==> src/rtl/apb_irq_ctrl.sv <==
// APB interrupt controller: rising-edge capture into pending bits, enable mask,
// claim-read of the lowest-index enabled pending source, and W1C clear.

module apb_irq_cell (
  input  logic pclk,
  input  logic preset,
  input  logic src,
  input  logic clr,
  output logic pend
);
  logic src_q;

  // A rise on the same edge as a clear wins, so a fresh event is never lost.
  always_ff @(posedge pclk) begin
    if (preset) begin
      src_q <= 1'b0;
      pend  <= 1'b0;
    end else begin
      src_q <= src;
      pend  <= (src & ~src_q) | (pend & ~clr);
    end
  end
endmodule

module apb_irq_ctrl #(
  parameter int NSRC = 8
) (
  input  logic            pclk,
  input  logic            preset,
  input  logic            psel,
  input  logic            penable,
  input  logic            pwrite,
  input  logic [31:0]     paddr,
  input  logic [31:0]     pwdata,
  output logic [31:0]     prdata,
  output logic            pready,
  input  logic [NSRC-1:0] irq_src,
  output logic            irq_out
);
  typedef enum logic {IDLE, ACK} state_t;

  state_t          state, state_n;
  logic            access;
  logic [NSRC-1:0] pending, enable, masked, clr, claim_oh;
  logic            claim_hit;
  logic [4:0]      claim_id;
  logic [31:0]     rdata;
  logic            unused;

  assign unused = ^{paddr[31:4], paddr[1:0], pwdata[31:NSRC]};
  assign masked = pending & enable;

  for (genvar gi = 0; gi < NSRC; gi++) begin : g_src
    apb_irq_cell u_cell (
      .pclk   (pclk),
      .preset (preset),
      .src    (irq_src[gi]),
      .clr    (clr[gi]),
      .pend   (pending[gi])
    );
  end

  always_ff @(posedge pclk) begin
    if (preset) state <= IDLE;
    else        state <= state_n;
  end

  // ACK is a dead cycle so a held penable cannot execute a second access.
  always_comb begin
    state_n = state;
    access  = 1'b0;
    case (state)
      IDLE: if (psel && penable) begin
        access  = 1'b1;
        state_n = ACK;
      end
      ACK:     state_n = IDLE;
      default: state_n = IDLE;
    endcase
  end

  // Scan from the top down so the lowest index is the last (winning) assignment.
  always_comb begin
    claim_hit = 1'b0;
    claim_id  = '0;
    claim_oh  = '0;
    for (int i = NSRC - 1; i >= 0; i--) begin
      if (masked[i]) begin
        claim_hit   = 1'b1;
        claim_id    = 5'(i);
        claim_oh    = '0;
        claim_oh[i] = 1'b1;
      end
    end
  end

  always_comb begin
    rdata = '0;
    case (paddr[3:2])
      2'd0:    rdata[NSRC-1:0] = pending;
      2'd1:    rdata[NSRC-1:0] = enable;
      2'd2:    if (claim_hit) rdata = {1'b1, 26'b0, claim_id};
      default: rdata[NSRC-1:0] = irq_src;
    endcase
  end

  always_comb begin
    clr = '0;
    if (access) begin
      if (pwrite && paddr[3:2] == 2'd0)       clr = pwdata[NSRC-1:0];
      else if (!pwrite && paddr[3:2] == 2'd2) clr = claim_oh;
    end
  end

  always_ff @(posedge pclk) begin
    if (preset) begin
      prdata  <= '0;
      pready  <= 1'b0;
      irq_out <= 1'b0;
      enable  <= '0;
    end else begin
      pready  <= access;
      irq_out <= |masked;
      if (access) prdata <= pwrite ? 32'd0 : rdata;
      if (access && pwrite && paddr[3:2] == 2'd1) enable <= pwdata[NSRC-1:0];
    end
  end
endmodule

==> config.mk <==
export PLATFORM = sky130hd
export DESIGN_NAME = apb_irq_ctrl
export DESIGN_NICKNAME = d
export VERILOG_FILES = /design/src/rtl/apb_irq_ctrl.sv
export SDC_FILE = /design/constraint.sdc
export NUM_CORES = 1
export LEC_CHECK = 0
export BUFFER_PORTS_ARGS = -buffer_cell sky130_fd_sc_hd__buf_2
export CAP_MARGIN = 20
export CORE_ASPECT_RATIO = 1.1
export CORE_MARGIN = 8
export CORE_UTILIZATION = 35
export CTS_CLUSTER_DIAMETER = 50
export CTS_CLUSTER_SIZE = 30
export DETAILED_ROUTE_END_ITERATION = 12
export PLACE_DENSITY = 0.78
export SETUP_SLACK_MARGIN = 0.4
export SKIP_LAST_GASP = 1
export SYNTH_ARGS = -nofsm -noshare
export SYNTH_HDL_FRONTEND = slang
export SYNTH_SLANG_ARGS = --single-unit
==> constraint.sdc <==
create_clock -name pclk -period 3.45 [get_ports pclk]
set_input_delay 0.345 -clock pclk [delete_from_list [all_inputs] [get_ports pclk]]
set_output_delay 0.345 -clock pclk [all_outputs]
set_load 0.005 [all_outputs]
==> results.yml <==
timing:
  fin_skew_ns: 0.00819
  rsz0062_at_grt: "no"
  tns_ns: 0
  setup_viol: 0
  min_period_over_period_pct: 47.6
  worst_slew_pin_slew_ns: 0.612
  whs_ns: 0.296
  hold_viol: 0
  relSlewSlack_pct: 59.2
  fmax_ghz: 0.608
  finalMaxSlewViolations: 0
  final.min_clock_period_ns: 1.64
yosys:
  ys_top_cells_by_count: "dfxtp_1, buf_4, nor2_1, nand2_1"
  syn-cell-area_mm2: 0.00187
  synth_seq_area_share_pct: 37.6
  synth_top_area_share_pct: 37.6
  ys.flop_type: "dfxtp_1"
  synth_warnings: 0
  ys_seq_elements: 35
  async_reset_ff_share_pct: 0
  synth_most_common_cell: "dfxtp_1"
  synth_cell_types: 41
  synth_area_leader_cell: "dfxtp_1"
  syn_inst: 215
  synth_edf_count: 0
  yosys-top-cells-area: "dfxtp_1, buf_4, mux2i_1"
  post_synth.cell_area_avg_um2: 8.68
clocking:
  cts-root-buf: "clkbuf_8"
  clockBufferDepth: 2
  htree_levels: 2
  cts_tree: "built"
  clkTransAtPathRegs_ns: 0.07
  cts_setup_buffers: 0
  post_cts_resize_count: 0
  clkSinkCount: 35
  ctsHoldBuffers: 0
  clk_latency_ns: 0.29
  cts_buffers: 5
run:
  maxCapViolCount: 0
worst_hold_path:
  hold_end: "g_src[1].u_cell.src_q"
  hold_path_class: "in -> reg"
  hold_depth: 2
  holdCritStartpoint: "irq_src[1]"
status:
  status: "finished clean"
route:
  wl_per_cell_um: 14.5
  drc: 0
  drt-total-wl_um: 4410
  first_iter_violations: 126
  vias: 1536
  antenna_left: 0
  avgViaCountPerCell: 5.04
  drtPass1Iterations: 4
critical_path:
  r2r_slack_ns: 1.81
  ff2ff_path_depth: 4
  critical_path.max_fanout: 18
  worstPathArrival_ns: 1.85
  rr_endpoint: "prdata[0]"
  r2r_start: "state"
  required_ns: 3.66
  start_kind: "register"
  end_kind: "register"
  criticalPathCategory: "reg -> reg"
die:
  chipWidth_um: 85.6
  dieArea_mm2: 0.00792
  num_io_pins: 111
  core_area_mm2: 0.00526
  row_count: 28
  die_h_um: 92.6
  initial_core_util_pct: 35.5
final_layout:
  areaGrowthSynthToFinish_pct: 9.46
  antenna_cells: 0
  final_layout_size_suffix_gt1_share_pct: 19.6
  nNetsFinal: 321
pwr:
  p_leak_uw: 0.000876
  ir_drop_v: 0.000162
  power_density_mw_per_mm2: 399
global_route:
  antenna_found_initial: 0
  grt_first_pass_wirelength_um: 7400
  grt_max_degree: 36
  grt_use_total_pct: 11.6
  grt.overflow.total: 0
  grt_pass1_vias: 1576
placement:
  gp_congestion: 0.830
  port_buffers: 33
  dp_hpwl_um: 3280
area by class of cell:
type / instances / area (um2)
Clock buffer: 7 / 76.3
Clock inverter: 1 / 5.00
Fill cell: 567 / 3210
Multi-Input combinational cell: 166 / 1010
Sequential cell: 35 / 701
Inverter: 3 / 11.3
Timing Repair Buffer: 33 / 165
Tap cell: 60 / 75.1
cell families after synthesis:
logic type      count (synthesis)  synth area share (%)
buf+inv                        36                  12.8
other cells                     1                 0.201
mux                            14                  7.65
flops                          35                  37.6
simple gates                   77                  23.1
compound gates                 52                  18.7
per-stage QoR:
step / cell area [um2] / utilization, % / cells / setup slack, ns / power [uW]
detailed placement: 1960 / 37.3 / 297 / 1.68 / 539
finish: 2040 / 38.9 / 305 / 1.81 / 814
global route: 2040 / 38.9 / 305 / 1.65 / 862
global placement: 1960 / 37.3 / 297 / 1.70 / 535
floorplan: 1950 / - / 237 / 2.11 / 523
CTS: 2040 / 38.9 / 305 / 1.78 / 822
routing by layer:
layer / vias up / GRT usage (%) / wire (um) / share of wire [%]
met2: 53 / 20.0 / 2180 / 49
met4: 0 / 3.65 / 40 / 0.91
met1: 712 / 13.0 / 1890 / 43
met3: 5 / 4.34 / 302 / 6.8
met5: - / 0 / 0 / 0
li1: 766 / - / - / -
report_power, final:
group	leakage (uW)	switching (uW)	internal, uW
Clock	0.0000422	143	142
Combinational	0.000547	57.8	39.6
Sequential	0.000287	11.9	421
layout by cell type (no fill, tap or decap), types with 2 or more instances in the layout:
master | Yosys | layout
nor3b_2 | 2 | 2
conb_1 | 1 | 23
and2_1 | 4 | 4
nor2b_1 | 11 | 11
dfxtp_1 | 35 | 35
clkbuf_1 | 5 | 2
a31oi_1 | 2 | 2
clkbuf_8 | 0 | 5
a221oi_1 | 2 | 2
a32oi_1 | 3 | 3
o22ai_1 | 2 | 2
o31ai_1 | 4 | 4
o21ai_0 | 9 | 9
nand3_1 | 6 | 6
a22oi_1 | 8 | 8
and3_1 | 3 | 3
mux2_2 | 2 | 2
a21o_1 | 2 | 2
nor3_1 | 2 | 2
inv_1 | 3 | 3
mux2i_1 | 12 | 12
nand2b_1 | 10 | 10
nor2_1 | 19 | 19
buf_2 | 2 | 33
a21oi_1 | 12 | 12
nand2_1 | 14 | 14
worst max path at each step:
stage,endpoint,from,slack [ns],cells after the start
final,prdata[0],state,1.81,4
after global routing,prdata[0],state,1.65,4
after CTS,prdata[0],state,1.78,4
after detailed placement,prdata[0],penable,1.68,5
after global placement,enable[1],paddr[2],1.70,4
after floorplan,g_src[3].u_cell.pend,paddr[3],2.11,6
critical path: stages (launching register included):
cell	delay, ns
dfxtp_1	0.32
nand3b_4	0.30
nor2_1	0.52
o21ai_0	0.17
a211oi_1	0.25
registers in the layout, summed over array words and instances (netlist names):
signal              cells
g_src.u_cell.src_q      8
prdata                  9
irq_out                 1
enable                  8
state                   1
g_src.u_cell.pend       8
Note: power is estimated with default switching activity, not from simulation.
